$ cat src/rtl/window_read_scheduler.sv
// window_read_scheduler
// Read-side controller for the four-row line buffer that presents a
// three-row window. For every Start_Row pulse it walks the window read
// address over all column/channel-group beats of the row, absorbs the
// two-cycle read latency in a credit-limited skid FIFO, and streams the
// window words to the convolution engine under valid/ready.
//
// Ports:
//   clk, rst_n            clock, synchronous active-low reset
//   Start                 layer start; latches configuration, clears errors
//   Row_Num_After_Padding padded row length (also padded row count)
//   Channel_In_Num_REG    input channels; channel groups = value >> 4
//   Start_Row             window ready in the line buffer
//   Busy                  row in flight (line buffer M_Ready)
//   Rd_Addr               window read address (line buffer M_Addr)
//   Win_Data              window word, valid two cycles after Rd_Addr
//   M_Data/M_Valid/M_Ready window word stream to the engine
//   Col_Last              last beat of a row, qualified by M_Valid
//   Row_Done, Layer_Done  one-cycle completion pulses
//   Overrun_Err           sticky: Start_Row arrived while a row was in flight
module window_read_scheduler #(
    parameter int WIDTH_RAM_SIZE     = 10,
    parameter int WIDTH_FEATURE_SIZE = 12,
    parameter int WIDTH_CHANNEL_NUM  = 10,
    parameter int WIDTH_WINDOW       = 384,
    parameter int SKID_DEPTH         = 4
) (
    input  logic                          clk,
    input  logic                          rst_n,
    input  logic                          Start,
    input  logic [WIDTH_FEATURE_SIZE-1:0] Row_Num_After_Padding,
    input  logic [WIDTH_CHANNEL_NUM-1:0]  Channel_In_Num_REG,
    input  logic                          Start_Row,
    output logic                          Busy,
    output logic [WIDTH_RAM_SIZE-1:0]     Rd_Addr,
    input  logic [WIDTH_WINDOW-1:0]       Win_Data,
    output logic [WIDTH_WINDOW-1:0]       M_Data,
    output logic                          M_Valid,
    input  logic                          M_Ready,
    output logic                          Col_Last,
    output logic                          Row_Done,
    output logic                          Layer_Done,
    output logic                          Overrun_Err
);

    localparam int BEAT_W = WIDTH_FEATURE_SIZE + WIDTH_CHANNEL_NUM;
    localparam int PTR_W  = $clog2(SKID_DEPTH);
    localparam int CNT_W  = PTR_W + 1;

    typedef enum logic [2:0] {
        S_IDLE,
        S_WAIT_ROW,
        S_SETTLE,
        S_ISSUE,
        S_DRAIN
    } state_t;

    state_t                        state_q, state_d;
    logic [BEAT_W-1:0]             beat_q, beat_d;
    logic [BEAT_W-1:0]             beats_q, beats_d;
    logic [WIDTH_FEATURE_SIZE-1:0] rows_q, rows_d;
    logic [WIDTH_FEATURE_SIZE-1:0] rowCnt_q, rowCnt_d;
    logic [WIDTH_RAM_SIZE-1:0]     lastAddr_q, lastAddr_d;
    logic [1:0]                    pipeValid_q, pipeValid_d;
    logic [1:0]                    pipeLast_q, pipeLast_d;
    logic [PTR_W-1:0]              wrPtr_q, wrPtr_d;
    logic [PTR_W-1:0]              rdPtr_q, rdPtr_d;
    logic [CNT_W-1:0]              count_q, count_d;
    logic                          overrun_q, overrun_d;
    logic                          rowDone_q, rowDone_d;
    logic                          layerDone_q, layerDone_d;
    logic [WIDTH_WINDOW:0]         fifoMem_q [SKID_DEPTH];

    logic [WIDTH_CHANNEL_NUM-1:0]  ctRaw;
    logic [WIDTH_CHANNEL_NUM-1:0]  ctEff;
    logic [CNT_W:0]                occupancy;
    logic                          credit;
    logic                          issue;
    logic                          lastBeat;
    logic                          push;
    logic                          pop;
    logic [WIDTH_WINDOW:0]         headWord;
    logic [WIDTH_FEATURE_SIZE-1:0] rowCntInc;

    // Layer configuration derived from the raw register inputs; a channel
    // count below 16 still needs one group per column.
    assign ctRaw = Channel_In_Num_REG >> 4;
    assign ctEff = (ctRaw == '0) ? WIDTH_CHANNEL_NUM'(1) : ctRaw;

    // Credits count reads still in the latency pipe plus words already
    // waiting in the FIFO, so every issued read is guaranteed a slot.
    assign occupancy = {1'b0, count_q}
                     + {{CNT_W{1'b0}}, pipeValid_q[0]}
                     + {{CNT_W{1'b0}}, pipeValid_q[1]};
    assign credit    = occupancy < (CNT_W + 1)'(SKID_DEPTH);
    assign issue     = (state_q == S_ISSUE) && credit;
    assign lastBeat  = (beat_q == beats_q - BEAT_W'(1));
    assign rowCntInc = rowCnt_q + WIDTH_FEATURE_SIZE'(1);

    // The beat index is the address (column*CT + group); between issues the
    // previously issued address is held.
    assign Rd_Addr = issue ? WIDTH_RAM_SIZE'(beat_q) : lastAddr_q;

    assign push     = pipeValid_q[1];
    assign pop      = M_Valid && M_Ready;
    assign headWord = fifoMem_q[rdPtr_q];

    assign M_Valid     = (count_q != '0);
    assign M_Data      = M_Valid ? headWord[WIDTH_WINDOW-1:0] : '0;
    assign Col_Last    = M_Valid && headWord[WIDTH_WINDOW];
    assign Busy        = (state_q == S_SETTLE) || (state_q == S_ISSUE) || (state_q == S_DRAIN);
    assign Row_Done    = rowDone_q;
    assign Layer_Done  = layerDone_q;
    assign Overrun_Err = overrun_q;

    // Next-state logic: row sequencing, address walk, latency pipe and FIFO
    // bookkeeping. A row only completes once the pipe and FIFO are empty,
    // which means the engine has accepted the final beat.
    always_comb begin
        state_d     = state_q;
        beat_d      = beat_q;
        beats_d     = beats_q;
        rows_d      = rows_q;
        rowCnt_d    = rowCnt_q;
        overrun_d   = overrun_q;
        rowDone_d   = 1'b0;
        layerDone_d = 1'b0;
        lastAddr_d  = issue ? WIDTH_RAM_SIZE'(beat_q) : lastAddr_q;
        pipeValid_d = {pipeValid_q[0], issue};
        pipeLast_d  = {pipeLast_q[0], issue && lastBeat};
        wrPtr_d     = push ? wrPtr_q + PTR_W'(1) : wrPtr_q;
        rdPtr_d     = pop ? rdPtr_q + PTR_W'(1) : rdPtr_q;
        count_d     = count_q + CNT_W'(push) - CNT_W'(pop);

        case (state_q)
            S_IDLE: begin
                if (Start) begin
                    beats_d   = BEAT_W'(Row_Num_After_Padding) * BEAT_W'(ctEff);
                    rows_d    = (Row_Num_After_Padding < WIDTH_FEATURE_SIZE'(3)) ? '0
                              : Row_Num_After_Padding - WIDTH_FEATURE_SIZE'(2);
                    rowCnt_d  = '0;
                    overrun_d = 1'b0;
                    state_d   = S_WAIT_ROW;
                end
            end
            S_WAIT_ROW: begin
                // A layer too short to form a window finishes immediately.
                if (rows_q == '0) begin
                    layerDone_d = 1'b1;
                    state_d     = S_IDLE;
                end else if (Start_Row) begin
                    beat_d  = '0;
                    state_d = S_SETTLE;
                end
            end
            S_SETTLE: begin
                state_d = S_ISSUE;
            end
            S_ISSUE: begin
                if (issue) begin
                    beat_d = beat_q + BEAT_W'(1);
                    if (lastBeat) begin
                        state_d = S_DRAIN;
                    end
                end
            end
            S_DRAIN: begin
                if ((pipeValid_q == 2'b00) && (count_q == '0)) begin
                    rowDone_d = 1'b1;
                    rowCnt_d  = rowCntInc;
                    if (rowCntInc == rows_q) begin
                        layerDone_d = 1'b1;
                        state_d     = S_IDLE;
                    end else begin
                        state_d = S_WAIT_ROW;
                    end
                end
            end
            default: begin
                state_d = S_IDLE;
            end
        endcase

        if (Start_Row && Busy) begin
            overrun_d = 1'b1;
        end
    end

    // State and datapath registers.
    always_ff @(posedge clk) begin
        if (!rst_n) begin
            state_q     <= S_IDLE;
            beat_q      <= '0;
            beats_q     <= '0;
            rows_q      <= '0;
            rowCnt_q    <= '0;
            lastAddr_q  <= '0;
            pipeValid_q <= '0;
            pipeLast_q  <= '0;
            wrPtr_q     <= '0;
            rdPtr_q     <= '0;
            count_q     <= '0;
            overrun_q   <= 1'b0;
            rowDone_q   <= 1'b0;
            layerDone_q <= 1'b0;
        end else begin
            state_q     <= state_d;
            beat_q      <= beat_d;
            beats_q     <= beats_d;
            rows_q      <= rows_d;
            rowCnt_q    <= rowCnt_d;
            lastAddr_q  <= lastAddr_d;
            pipeValid_q <= pipeValid_d;
            pipeLast_q  <= pipeLast_d;
            wrPtr_q     <= wrPtr_d;
            rdPtr_q     <= rdPtr_d;
            count_q     <= count_d;
            overrun_q   <= overrun_d;
            rowDone_q   <= rowDone_d;
            layerDone_q <= layerDone_d;
        end
    end

    // Skid FIFO storage; contents are only observed through the occupancy
    // count, so the array itself needs no reset.
    always_ff @(posedge clk) begin
        if (push) begin
            fifoMem_q[wrPtr_q] <= {pipeLast_q[1], Win_Data};
        end
    end

endmodule

$ cat config.mk
export PLATFORM = sky130hd
export DESIGN_NAME = window_read_scheduler
export DESIGN_NICKNAME = d
export VERILOG_FILES = /design/src/rtl/window_read_scheduler.sv
export SDC_FILE = /design/constraint.sdc
export NUM_CORES = 2
export LEC_CHECK = 0
export BUFFER_PORTS_ARGS = -buffer_cell sky130_fd_sc_hd__buf_2
export CORE_ASPECT_RATIO = 2
export CORE_MARGIN = 2
export CORE_UTILIZATION = 42
export CTS_CLUSTER_DIAMETER = 100
export DETAILED_ROUTE_END_ITERATION = 7
export PLACE_DENSITY = 0.74
export SLEW_MARGIN = 10
export SYNTH_ARGS = -nofsm -noshare
export SYNTH_HDL_FRONTEND = slang
export SYNTH_SLANG_ARGS = --single-unit
$ cat constraint.sdc
create_clock -name clk -period 9.9 [get_ports clk]
set_input_delay 1.98 -clock clk [delete_from_list [all_inputs] [get_ports clk]]
set_output_delay 1.98 -clock clk [all_outputs]
set_load 0.005 [all_outputs]
Yosys cells after proc, flatten, opt, wreduce, memory -nomap -nowiden. Memories as Yosys holds them, arrays and structs flattened. A register that Yosys moved wholly into a read port is not among the register bits. Index checks and enable logic that the tools add are counted.

Add/subtract/negate cells: 10. $mul: 1. Divide/modulo/power cells: 0. Magnitude comparators: 2. Equal/unequal tests: 13. Shifts and indexed selects: 0. Multiplexer cells: 31. Bitwise operators: 0. Reduce and logical (&&, ||, !) cells: 24.

Operators with widths (number): $mux 384 (1); $mux 22 (3); $pmux 22 s2 (1); $mux 12 (3); $pmux 12 s2 (1); $add 22x1->22 const B (1); $eq 22x22->1 (1); $sub 22x1->22 const B (1); $mul 12x6->18 (1); $mux 3 (6); $pmux 3 s5 (1); $add 12x1->12 const B (1); $eq 12x12->1 (1); $logic_not 12->1 (1); $lt 12x2->1 const B (1); $sub 12x2->12 const B (1); $logic_not 10->1 (1); $mux 1 (10); $mux 10 (1); $ne 2x2->1 const B (5); $reduce_bool 2->1 (4); $eq 3x2->1 const B (2); $logic_and 1x1->1 (6); $logic_not 3->1 (2); 20 further kinds (25).

Flip-flop bits (word level): 95. Latch bits: 0. RAM bits: 1540. Bits in read-only memories: 0. Input bits: 411. Output and inout port bits: 400. Word-level logic and storage cells: 96. Memories: 1.

Memory list: fifoMem_q (depth 4, bits a word 385, read ports 1, clocked after Yosys merged registers in 1, wr ports 1, RTL line 72) `logic [WIDTH_WINDOW:0] fifoMem_q [SKID_DEPTH];`.

Longest topological paths before layout.
Depth in word-level cells: 6. Mapped depth: 18. Mapped depth without buffers: 17.

Least setup slack after synthesis. OpenSTA, ideal clock, no wires.

Path kind: register to register. Start: register wrPtr_q[0]. End: memory fifoMem_q[0][0] in the netlist's numbering, enable pin. Setup time: 0.796 ns. Arrival time: 9.231 ns. Required time: 9.104 ns. Path slack: -0.127 ns. Stages on the path, launching flop included: 4. Buffers on the path: 0. Period minus slack after synthesis: 10.027 ns. Cells stage by stage: dfxtp_1 inv_1 ha_1 and2_1.

RTL lines: start, declared (RTL line 66) `logic [PTR_W-1:0] wrPtr_q, wrPtr_d;`; start signal, assigned (RTL line 215) `wrPtr_q <= wrPtr_d;`; end, declared (RTL line 72).

Straight into the memory's write port.

Final worst setup path.
Start: input Channel_In_Num_REG[7]. End: register beats_q[16].

Cells in the longest elaborated chain, start to end: 3.

Ends and longest elaborated chain: start, declared (RTL line 32) `input logic [WIDTH_CHANNEL_NUM-1:0] Channel_In_Num_REG,`; $logic_not 10->1 (RTL line 88) `assign ctEff = (ctRaw == '0) ? WIDTH_CHANNEL_NUM'(1) : ctRaw;`; $mux 6 (*) (RTL line 88); $mul 12x6->18 (*) (RTL line 138) `beats_d = BEAT_W'(Row_Num_After_Padding) * BEAT_W'(ctEff);`; end signal, assigned (RTL line 209) `beats_q <= beats_d;`; end, declared (RTL line 60) `logic [BEAT_W-1:0] beats_q, beats_d;`.

Every way passes the cells marked *; elsewhere a longest branch is shown, timed or not. A chain may end at the register's enable or synchronous reset.

==> impl_metrics.yaml <==
critical_path:
  worst-r2r-setup-slack_ps: 6340
  endpoint_kind: "flip-flop"
  endpoint: "beats_q[16]"
  crit_start: "Channel_In_Num_REG[7]"
  critPathArrivalTime_ps: 6580
  worstPathMaxFanout: 13
  crit_type: "input pin to flip-flop"
  crit_required_ps: 10500
  cpMostUsedCell: "fa_1"
  timing.rr.end: "rowCnt_q[2]"
  cp_slowest_cell: "a21oi_1"
  r2r-start: "count_q[1]"
  crit_chain: "buf_2 > nor3_1 > a21oi_1 > nor2b_1 > fa_1 > fa_1 > inv_1 > fa_1 > inv_1 > ha_1 > o21ai_0 > o21ai_0 > nand2_1 > a31oi_1 > a31oi_1 > xor2_1 > o31ai_1"
  cp-start-kind: "input pin"
  reg2reg_depth: 5
  worst_path_largest_cell_delay_ps: 790
final_layout:
  fin_area_sq_mm: 0.0764
  nNetsFinal: 4643
  area_growth_pct: 17.1
  final_cells: 6365
  drive_gt1_share_pct: 34.4
yosys:
  postSynthAreaPerCell_sq_um: 19.5
  ys_ff_latch: 1633
  synth-edff-count: 1540
  synth-warning-count: 0
  synth_seq_area_share_pct: 73.8
  yosysTopAreaCell: "edfxtp_1"
  synth.area.top_cells: "edfxtp_1, mux4_2, and2_1"
  netlist_top_cells_count: "edfxtp_1, and2_1, mux4_2, clkbuf_1, dfxtp_1"
  ys.flop_type: "edfxtp_1"
  synth_nets: 3832
  synth_most_common_cell: "edfxtp_1"
  async_flop_share_pct: 0
  synth_cell_types: 68
  synth_top_area_share_pct: 70.9
  netlist_instances: 3341
  synthesis.area_sq_mm: 0.0652
sta:
  fmaxAchievable_mhz: 167
  fin_skew_ps: 85.9
  tightest_slew_ps: 1040
  period_minus_slack_ps: 5990
  layout_setup_ws_ps: 3910
  slew-limit-headroom_pct: 30.5
  rsz0062_at_grt: "no"
  hold_viol: 0
  min_period_over_period_pct: 60.5
  setup_viol: 0
  setup_tns_ps: 0
  slew_violations: 0
route:
  wl_per_cell_um: 23.1
  drt-initial-drc-count: 2111
  ant_nets: 0
  viasPerCell: 5.27
  dr.pass1.iters: 5
  drc: 0
  dr_total_vias: 33500
  routed_wl_mm: 147
clock_tree:
  clkSlewWorstSetupHoldPaths_ps: 60
  ctsRootBufferMaster: "clkbuf_16"
  worstSkewPairLatency_ps: 780
  cts_max_level: 4
  clk_path_buf_depth: 4
  cts.sinks: 1633
  cts_tree: "yes"
  cts_hold_buf: 0
  cts.repair.resized: 0
  post_cts_buffers: 0
  cts_buffers: 146
hold_path:
  hold_path_class: "flip-flop to flip-flop"
  worstHoldPathCells: 0
global_routing:
  grt_max_degree: 136
  antenna_found_initial: 97
  grt_util_met3_pct: 6.80
  grt_pass1_vias: 35300
  use_met1_pct: 19.7
  grt_overflow_total: 0
  busiest_layer: "met2"
  use_met2_pct: 31.4
  grt_usage_pct: 18.2
  grt_pass1_wl_mm: 217
pwr:
  intPower_uw: 13000
  p_leak_uw: 0.0260
  power_per_cell_area_mw_per_mm2: 237
  pwr-share-comb_pct: 26.5
  irDropWorstVdd_mv: 0.207
  switching_share_pct: 28.0
  pwr-share-clk_pct: 30.9
  power.switching_uw: 5080
  pwr-share-seq_pct: 42.6
floorplan:
  fp-row-count: 204
  die_y_um: 561
  die_area_sq_mm: 0.159
  ios: 811
  die_x_um: 283
  core-area_sq_mm: 0.154
  initial_core_util_pct: 42.2
placed_design:
  dp_slack_ps: 3230
  portBuffers: 806
  hpwl_mm: 95.5
  placed_cells: 6064
  place.gp.congestion: 0.838
  postPlaceCellArea_sq_mm: 0.0715
run:
  drv_cap: 0
status:
  outcome: "finished, final reports clean"
[cells by family after synthesis]
| family | synth area share [%] |
|---|---|
| adder cells (fa/ha/maj) | 2.02 |
| AND/OR/NAND/NOR | 6.80 |
| buffers and inverters | 1.45 |
| XOR/XNOR | 1.11 |
| AO/OA/AOI/OAI | 1.34 |
| flip-flops | 73.8 |
| multiplexers | 13.5 |
[flip-flops by register name, indices dropped and copies added (netlist names), 3 cells and up, named ones only]
signal and flops:
beat_q 22, count_q 3, state_q 3, rowCnt_q 12, fifoMem_q 1540, beats_q 18
lastAddr_q 10, rows_q 12
[layer usage]
metal	share of wire [%]	up-vias
met1	34	17100
li1	-	14800
met5	0.33	-
met3	9.7	378
met2	51	1209
met4	4.3	74
[power by group through the flow]
stage          clock (uW)  combinational, uW  sequential, uW
6_report             5590               4800            7720
5_1_grt              5920               5270            7730
4_1_cts              5720               4890            7730
3_5_place_dp            0               4870            7880
3_3_place_gp            0               4850            7870
2_1_floorplan           0               2920            7780
[worst max-delay path: cells and delay by family]
kind | cells | cell delay, ps
compound gates | 6 | 1820
xor+xnor | 1 | 170
fa+ha+maj | 4 | 1940
buf+inv | 3 | 330
simple gates | 3 | 350
[cell type report]
| class | count | area (sq um) |
|---|---|---|
| repair buffers | 843 | 4420 |
| multi-input cells | 1461 | 16200 |
| fillers | 12500 | 78100 |
| clock buffers | 171 | 3790 |
| well taps | 2060 | 2580 |
| flip-flops and latches | 1633 | 48100 |
| inverters | 67 | 251 |
| clock inverters | 81 | 910 |
| diodes | 49 | 123 |
[how the worst min path moves through the flow]
stage / from / to / slack, ps
2_1_floorplan: pipeLast_q[0] / pipeLast_q[1] / 410
5_1_grt: pipeLast_q[1] / fifoMem_q[0][384] / 520
3_5_place_dp: pipeLast_q[1] / fifoMem_q[2][384] / 470
3_3_place_gp: pipeLast_q[1] / fifoMem_q[3][384] / 450
6_report: pipeLast_q[1] / fifoMem_q[2][384] / 480
4_1_cts: pipeLast_q[1] / fifoMem_q[2][384] / 490
[layout by cell type (no fill, tap or decap), types with 37 or more instances in the layout]
| master | Yosys | final |
|---|---|---|
| fa_1 | 42 | 42 |
| dfxtp_1 | 93 | 91 |
| nor2_1 | 84 | 84 |
| and2_1 | 455 | 451 |
| clkbuf_16 | 0 | 148 |
| mux4_2 | 385 | 385 |
| nand2_1 | 77 | 77 |
| xor2_1 | 37 | 37 |
| inv_1 | 66 | 66 |
| edfxtp_1 | 1540 | 1540 |
| ha_1 | 38 | 38 |
| diode_2 | 0 | 49 |
| a21oi_1 | 49 | 49 |
| xnor2_1 | 43 | 43 |
| buf_2 | 4 | 806 |
[through the flow]
step           power, uW  utilization [%]  hold slack, ps
2_1_floorplan      10700                -             412
3_3_place_gp       12700             46.3             449
3_5_place_dp       12700             46.3             468
4_1_cts            18300             49.4             489
5_1_grt            18900             49.4             519
6_report           18100             49.4             481
No activity file was read; power rests on OpenSTA's default activity.
